**src/rtl/shift_reg_deser.sv**
```systemverilog
`default_nettype none
// ============================================================================
// Module   : shift_reg_deser
// Purpose  : Parametrised universal shift register with word framing.
//            Supports hold, shift right, shift left and parallel load. A
//            shift counter frames the serial stream into WIDTH-bit words.
//            Each completed word is captured into a holding register, and a
//            one-cycle valid strobe accompanies the capture.
// Ports    : clk        - clock, rising edge
//            clr        - synchronous active-high reset
//            mode       - 00 hold, 01 shift right, 10 shift left, 11 load
//            din        - serial data in
//            pdin       - parallel load data
//            q          - live shift register contents
//            sout       - bit shifted out at the most recent shift edge
//            dout       - last complete captured word
//            word_valid - one-cycle pulse, dout updated this cycle
//            bit_cnt    - shifts accumulated in the current word
// Revision : 1.0 - initial release
// ============================================================================
module shift_reg_deser #(
    parameter  int WIDTH = 8,
    localparam int CNT_W = (WIDTH > 2) ? $clog2(WIDTH) : 1
) (
    input  logic             clk,
    input  logic             clr,
    input  logic [1:0]       mode,
    input  logic             din,
    input  logic [WIDTH-1:0] pdin,
    output logic [WIDTH-1:0] q,
    output logic             sout,
    output logic [WIDTH-1:0] dout,
    output logic             word_valid,
    output logic [CNT_W-1:0] bit_cnt
);

    localparam logic [1:0]       c_hold  = 2'b00;
    localparam logic [1:0]       c_shr   = 2'b01;
    localparam logic [1:0]       c_shl   = 2'b10;
    localparam logic [1:0]       c_load  = 2'b11;
    localparam logic [CNT_W-1:0] c_last  = CNT_W'(WIDTH - 1);

    logic [WIDTH-1:0] r_q;
    logic             r_sout;
    logic [WIDTH-1:0] r_dout;
    logic             r_valid;
    logic [CNT_W-1:0] r_cnt;

    logic             w_shift;
    logic             w_last;
    logic [WIDTH-1:0] w_q_shift;
    logic             w_sout_shift;

    // Post-shift register value; also the word captured on the final shift,
    // so dout lines up with q on the same edge.
    always_comb begin
        w_q_shift    = r_q;
        w_sout_shift = r_sout;
        case (mode)
            c_shr: begin
                w_q_shift    = {din, r_q[WIDTH-1:1]};
                w_sout_shift = r_q[0];
            end
            c_shl: begin
                w_q_shift    = {r_q[WIDTH-2:0], din};
                w_sout_shift = r_q[WIDTH-1];
            end
            default: begin
                w_q_shift    = r_q;
                w_sout_shift = r_sout;
            end
        endcase
    end

    assign w_shift = (mode == c_shr) || (mode == c_shl);
    assign w_last  = w_shift && (r_cnt == c_last);

    always_ff @(posedge clk) begin
        if (clr) begin
            r_q     <= '0;
            r_sout  <= 1'b0;
            r_dout  <= '0;
            r_valid <= 1'b0;
            r_cnt   <= '0;
        end else begin
            // The strobe is only raised on a word-completing edge.
            r_valid <= 1'b0;
            case (mode)
                c_hold: begin
                    r_q <= r_q;
                end
                c_load: begin
                    r_q   <= pdin;
                    r_cnt <= '0;
                end
                default: begin
                    r_q    <= w_q_shift;
                    r_sout <= w_sout_shift;
                    if (w_last) begin
                        r_cnt   <= '0;
                        r_dout  <= w_q_shift;
                        r_valid <= 1'b1;
                    end else begin
                        r_cnt <= r_cnt + 1'b1;
                    end
                end
            endcase
        end
    end

    assign q          = r_q;
    assign sout       = r_sout;
    assign dout       = r_dout;
    assign word_valid = r_valid;
    assign bit_cnt    = r_cnt;

endmodule
`default_nettype wire

```
**config.mk**
```make
export PLATFORM = sky130hd
export DESIGN_NAME = shift_reg_deser
export DESIGN_NICKNAME = d
export VERILOG_FILES = /design/src/rtl/shift_reg_deser.sv
export SDC_FILE = /design/constraint.sdc
export NUM_CORES = 1
export LEC_CHECK = 0
export BUFFER_PORTS_ARGS = -buffer_cell sky130_fd_sc_hd__buf_2
export CAP_MARGIN = 15
export CORE_ASPECT_RATIO = 2
export CORE_UTILIZATION = 35
export DETAILED_ROUTE_END_ITERATION = 10
export GPL_ROUTABILITY_DRIVEN = 0
export SLEW_MARGIN = 5
export SYNTH_ARGS = -nofsm -noshare
export SYNTH_HDL_FRONTEND = slang
export SYNTH_SLANG_ARGS = --single-unit
```
**constraint.sdc**
```tcl
create_clock -name clk -period 2 [get_ports clk]
set_input_delay 0.1 -clock clk [delete_from_list [all_inputs] [get_ports clk]]
set_output_delay 0.1 -clock clk [all_outputs]
set_load 0.02 [all_outputs]
```
==> results_dict.tcl, run 1 <==
set metrics [dict create \
    clk_pin_slew_worst_paths_ns 0.07 \
    core-area_um2 2770 \
    total_power_mw 0.894 \
    wl_per_cell_um 13.7 \
    via_per_inst 5.54 \
    max_stage_delay_ns 0.47 \
    grt_pass1_wl_um 3800 \
    r2r_start "bit_cnt[0]$_SDFFE_PP0N_" \
    numPortBuffers 33 \
    antenna_found_initial 0 \
    cts_resized 0 \
    synth-simple-area-share 0.168 \
    routed_wl_um 2350 \
    power_density_nw_per_um2 732 \
    cts_tree "done" \
    yosysWarnings 0 \
    crit_required_ns 2.19 \
    crit_top_cell "ha_1" \
    slew_headroom 0.718 \
    synth_area_um2 1020 \
    fin_crit_ns 1.62 \
    grt_start_max_net_pins 22 \
    stdcell_area_um2 1220 \
    h-tree-depth 1 \
    drt_iter0_markers 22 \
    syn2layout_area_growth_pct 19.8 \
    fmax_mhz 616 \
    p_switching_mw 0.253 \
    switching_share 0.283 \
    ctsRootBufferMaster "clkbuf_8" \
    clock_power_share 0.305 \
    hold_path.startpoint "pdin[7]" \
    pwr-share-comb 0.180 \
    maxCapViolCount 0 \
    cp_max_fo 19 \
    synth_most_common_cell "dfxtp_1" \
    hold_class "input port to flop" \
    post-route-util 0.441 \
    avgSynthCellArea_um2 9.02 \
    cts_buffers 3 \
    yosys.area.top_type_share 0.412 \
    syn-num-nets 132 \
    synth_xor_area_frac 0 \
    grt_usage 0.170 \
    antennaDiodeCount 0 \
    p_leak_nw 0.530 \
    slew_viol_final 0 \
    ys_ff_latch 21 \
    hold_viol_final 0 \
    grt_util_met3 0.0254 \
    cts_hold_buf 0 \
    post-route-drc-count 0 \
    overflow 0 \
    cp_slowest_cell "or4b_1" \
    fin_crit_sh 0.812 \
    rsz0062_at_grt "false" \
    status "finished, final reports clean" \
    num_rows 27 \
    rrSetupSlack_ns 0.38 \
    initial_core_util 0.368 \
    die_height_um 78.3 \
    gr-max-usage-layer "met2" \
    cts_sinks 21 \
    synthTopCellsByCount "dfxtp_1, nor2_1, a211oi_1" \
    clockBufferDepth 2 \
    grt_pass1_vias 839 \
    yosysTopAreaCell "dfxtp_1" \
    synth_compound_area_frac 0.265 \
    netlist_instances 113 \
    die-area_um2 3150 \
    skew_ns 0.00197 \
    synth_fa_ha_area_frac 0.0736 \
    synth_mux_area_frac 0.00982 \
    crit_chain "ha_1, ha_1, and2_4, or4b_1, a21oi_1" \
    postRouteAntennaNets 0 \
    ys.flop_type "dfxtp_1" \
    reg2reg_depth 5 \
    hold_end "q[7]$_SDFFE_PP0N_" \
    grt.met1_usage 0.200 \
    synth_top_family_by_area "compound AO/OA/AOI/OAI gates" \
    crit_arrival_ns 1.81 \
    vias 947 \
    finalSetupViolations 0 \
    cp-start-kind "flop" \
    final_nets 162 \
    postPlaceCellArea_um2 1170 \
    end_kind "flop" \
    intPower_mw 0.641 \
    synth_edf_count 0 \
    grtUsageMet2 0.274 \
    r2r_end "bit_cnt[2]$_SDFFE_PP0N_" \
    hpwl_um 1790 \
    holdPathStages 3 \
    die_x_um 40.2 \
    clk_latency_ns 0.26 \
    final.setup.tns_ns 0 \
    synth_cell_types 25 \
    drive_above_1_share 0.310 \
    ios 34 \
    firstDrtPassIters 4 \
    peakVddDrop_uv 292 \
    seqPwrFrac 0.515 \
    crit_type "flop to flop" \
    ys_top_cells_by_area "dfxtp_1, ha_1, nor2_1, a211oi_1, a22oi_1" \
    postCtsSetupBuffers 0 \
    synth_seq_area_share 0.412 \
    worstMarginPinSlew_ns 0.423 \
    async_flop_share 0 \
]
-- layout make-up --
class	instances	area, um2
Clock buffer	3	41.3
Clock inverter	1	5.00
Fill cell	286	1550
Inverter	5	18.8
Multi-Input combinational cell	78	527
Sequential cell	21	420
Tap cell	29	36.3
Timing Repair Buffer	34	173
-- stage by stage --
stage,hold slack [ns],cells,setup slack (ns)
after floorplan,0.183,113,0.324
after global placement,0.401,167,0.409
after detailed placement,0.401,167,0.342
after CTS,0.124,171,0.376
after global routing,0.122,171,0.290
final,0.127,171,0.376
-- how the worst max path moves through the flow --
| stage | from | end | slack [ns] | depth (start not counted) |
|---|---|---|---|---|
| after floorplan | bit_cnt[0]$_SDFFE_PP0N_ | bit_cnt[2]$_SDFFE_PP0N_ | 0.32 | 6 |
| after global placement | mode[0] | bit_cnt[2]$_SDFFE_PP0N_ | 0.41 | 6 |
| after detailed placement | mode[0] | bit_cnt[2]$_SDFFE_PP0N_ | 0.34 | 6 |
| after CTS | bit_cnt[0]$_SDFFE_PP0N_ | bit_cnt[2]$_SDFFE_PP0N_ | 0.38 | 5 |
| after global routing | bit_cnt[0]$_SDFFE_PP0N_ | bit_cnt[2]$_SDFFE_PP0N_ | 0.29 | 5 |
| final | bit_cnt[0]$_SDFFE_PP0N_ | bit_cnt[2]$_SDFFE_PP0N_ | 0.38 | 5 |
-- cell families after synthesis --
| group | count (synthesis) |
|---|---|
| compound gates | 36 |
| fa+ha+maj | 6 |
| buf+inv | 14 |
| flops | 21 |
| mux | 1 |
| simple gates | 35 |
-- layout by cell type, fill, tap and decap left out --
master	instances
a2111oi_0	4
a211o_1	1
a211oi_1	9
a21oi_1	6
a221oi_1	3
a22oi_1	8
a31oi_1	1
and2_4	1
buf_2	33
buf_4	1
clkbuf_8	3
clkinv_2	1
dfxtp_1	21
ha_1	6
inv_1	5
mux2i_1	1
nand2_1	3
nand2b_1	2
nand3b_1	1
nor2_1	20
nor3b_1	2
o21ba_2	1
o31a_1	3
or2_2	4
or3_1	1
or4b_1	1
-- sequential cells by signal, summed over array words and instances, names as in the netlist --
register    cells
q               8
word_valid      1
dout            8
bit_cnt         3
sout            1
-- power groups by stage --
stage          clock network, mW  registers (mW)  logic [mW]
4_1_cts                    0.282           0.460       0.162
3_5_place_dp                   0           0.470       0.161
6_report                   0.273           0.460       0.161
2_1_floorplan                  0           0.490      0.0870
3_3_place_gp                   0           0.469       0.158
5_1_grt                    0.305           0.464       0.178
-- worst max-delay path, delay by kind of cell, from the launching register on --
family,cells,cell delay (ns)
AOI/OAI and AO/OA,1,0.16
adders and majority gates,2,0.37
DFF,1,0.33
and+or+nand+nor,2,0.68
-- routing by layer --
layer | wire length [um] | up-vias
met5 | 0 | -
met4 | 50 | 0
met3 | 61 | 5
met2 | 1270 | 21
met1 | 963 | 454
li1 | - | 467
(Power assumes the default switching activity.)
==> run 2, diff against run 1 <==
Settings changed: ABC_AREA set to 1.
Clock period 2 ns to 1.6 ns, I/O delays scaled along.
==> run 2 against run 1 <==
  * The flow now finishes with violations (DRC)
  * Clock-buffer cell count unchanged
  * Hold slack got worse by 0.067 ns
  * Clock skew increased by 0.0034 ns
  * Sequential share of layout area decreased by 4.3 points
  * Synthesized cell count increased by 54%
  * Wire length increased by 17%
  * Core utilization decreased by 0.88 points
  * Power increased by 31%
  * Largest power group unchanged
==> results_dict.tcl, run 2 <==
set metrics [dict create \
    status "finished with violations" \
    failed_checks "DRC" \
    dp.cells 233 \
    wl_per_cell_um 11.6 \
    fin_crit_sh 0.848 \
    p_switching_mw 0.361 \
    seqPwrFrac 0.493 \
    worstMarginPinSlew_ns 0.372 \
    clk_latency_ns 0.26 \
    cp-start-kind "flop" \
    p_leak_nw 0.797 \
    ios 34 \
    final_cell_mix "nand2_1, nor2_1, buf_2" \
    postPlaceCellArea_um2 1350 \
    synth_seq_area_share 0.351 \
    avgSynthCellArea_um2 6.87 \
    die_x_um 43.3 \
    cts_hold_buf 0 \
    die-area_um2 3670 \
    end_kind "flop" \
    crit_arrival_ns 1.51 \
    hold_path.startpoint "clr" \
    synth_fa_ha_area_frac 0.0628 \
    ys.flop_type "dfxtp_1" \
    grt_pass1_wl_um 4520 \
    h-tree-depth 1 \
    vias 1128 \
    die_height_um 84.7 \
    skew_ns 0.00534 \
    synthTopCellsByCount "nand2_1, nor2_1, dfxtp_1" \
    crit_type "flop to flop" \
    grt_pass1_vias 1027 \
    fin_crit_ns 1.36 \
    drive_above_1_share 0.262 \
    synth_cell_types 22 \
    initial_core_util 0.370 \
    pwr-share-comb 0.212 \
    netlist_instances 174 \
    post-route-drc-count 5 \
    via_per_inst 4.76 \
    ys_ff_latch 21 \
    finalSetupViolations 0 \
    synth_top_family_by_area "simple AND/OR/NAND/NOR gates" \
    num_rows 29 \
    stdcell_area_um2 1400 \
    firstDrtPassIters 8 \
    routed_wl_um 2740 \
    grt_start_max_net_pins 18 \
    hold_end "q[1]$_SDFFE_PP0N_" \
    syn2layout_area_growth_pct 16.6 \
    slew_viol_final 0 \
    synth_most_common_cell "nand2_1" \
    yosysWarnings 0 \
    r2r_start "bit_cnt[0]$_SDFFE_PP0N_" \
    filler_cell_count 371 \
    final_nets 226 \
    cp_max_fo 12 \
    post-route-util 0.432 \
    numPortBuffers 33 \
    grt_usage 0.159 \
    peakVddDrop_uv 424 \
    post-place-ws_ns 0.253 \
    crit_required_ns 1.76 \
    synth_xor_area_frac 0 \
    synth_compound_area_frac 0.145 \
    async_flop_share 0 \
    switching_share 0.307 \
    cts_sinks 21 \
    postRouteAntennaNets 0 \
    ctsRootBufferMaster "clkbuf_8" \
    syn-num-nets 193 \
    slew_headroom 0.752 \
    synth_edf_count 0 \
    rsz0062_at_grt "false" \
    hold_class "input port to flop" \
    cts_buffers 3 \
    r2r_end "dout[6]$_SDFFE_PP0P_" \
    hpwl_um 2170 \
    power_density_nw_per_um2 843 \
    synth_area_um2 1200 \
    intPower_mw 0.814 \
    cts_resized 0 \
    overflow 0 \
    final.setup.tns_ns 0 \
    fmax_mhz 737 \
    maxCapViolCount 0 \
    ys_top_cells_by_area "dfxtp_1, nand2_1, nor2_1, ha_1, o21ai_0" \
    holdPathStages 2 \
    clk_pin_slew_worst_paths_ns 0.08 \
    core-area_um2 3230 \
    hold_viol_final 0 \
    postCtsSetupBuffers 0 \
    yosysTopAreaCell "dfxtp_1" \
    mostFrequentLayoutCell "nand2_1" \
    cts_tree "done" \
    synth_mux_area_frac 0 \
    fin_ws_ns 0.243 \
    reg2reg_depth 6 \
    rrSetupSlack_ns 0.24 \
    antennaDiodeCount 0 \
    antenna_found_initial 0 \
    drt_iter0_markers 31 \
    final_cells 237 \
    clockBufferDepth 2 \
    yosys.area.top_type_share 0.351 \
    clock_power_share 0.296 \
    synth-simple-area-share 0.321 \
]
==> run 2: changes by cell type in the layout (fill, tap and decap cells not counted), sizes merged, moves of 6 or more <==
cell,before,now
nor2,20,34
nand2,3,51
nand3,0,6
a21oi,6,14
a211oi,9,0
inv,5,15
o21ai,0,16
a22oi,8,0
==> run 2: cell families after synthesis <==
kind of cell	after synthesis
AO/OA/AOI/OAI	31
buffers and inverters	24
flip-flops	21
AND/OR/NAND/NOR	92
adder cells (fa/ha/maj)	6
==> run 2: power by group through the flow <==
| stage | registers [mW] | logic, mW | clock network, mW |
|---|---|---|---|
| 6_report | 0.579 | 0.249 | 0.348 |
| 5_1_grt | 0.583 | 0.280 | 0.386 |
| 4_1_cts | 0.579 | 0.252 | 0.364 |
| 3_5_place_dp | 0.591 | 0.252 | 0 |
| 3_3_place_gp | 0.592 | 0.250 | 0 |
| 2_1_floorplan | 0.616 | 0.154 | 0 |
==> run 2: how the worst max path moves through the flow <==
stage	start	cells after the start	slack, ns	end
6_report	bit_cnt[0]$_SDFFE_PP0N_	6	0.24	dout[6]$_SDFFE_PP0P_
5_1_grt	bit_cnt[0]$_SDFFE_PP0N_	6	0.14	dout[6]$_SDFFE_PP0P_
3_3_place_gp	bit_cnt[0]$_SDFFE_PP0N_	6	0.26	dout[5]$_SDFFE_PP0P_
3_5_place_dp	bit_cnt[0]$_SDFFE_PP0N_	6	0.25	dout[6]$_SDFFE_PP0P_
4_1_cts	bit_cnt[0]$_SDFFE_PP0N_	6	0.24	dout[6]$_SDFFE_PP0P_
2_1_floorplan	bit_cnt[0]$_SDFFE_PP0N_	6	0.36	dout[0]$_SDFFE_PP0P_
==> run 2: metrics by stage <==
stage                     hold WS [ns]  power (mW)
after floorplan                  0.142       0.770
after global placement           0.331       0.842
after detailed placement         0.332       0.843
after CTS                       0.0537        1.20
after global routing            0.0634        1.25
final                           0.0601        1.18
==> run 2: layout make-up <==
| class | instances | area (um2) | share of cell area |
|---|---|---|---|
| clock buffer | 3 | 41.3 | 0.0296 |
| clock inverter | 1 | 5.00 | 0.00359 |
| inverter | 16 | 68.8 | 0.0493 |
| multi-input combinational | 129 | 633 | 0.454 |
| sequential | 21 | 420 | 0.301 |
| tap | 31 | 38.8 | 0.0278 |
| timing repair buffer | 36 | 188 | 0.135 |
==> run 2: critical path: stages, from the launching register on <==
cell and delay (ns):
dfxtp_1 0.33, ha_1 0.20, ha_1 0.22, nand2_4 0.15
inv_1 0.13, o21ai_0 0.18, nor2_1 0.05
==> run 2: layer usage <==
layer	GRT usage	wire length, um	vias to the layer above
met5	0	0	-
met4	0.0511	24	0
met3	0.0215	93	2
met2	0.275	1470	23
met1	0.194	1160	496
li1	-	-	607
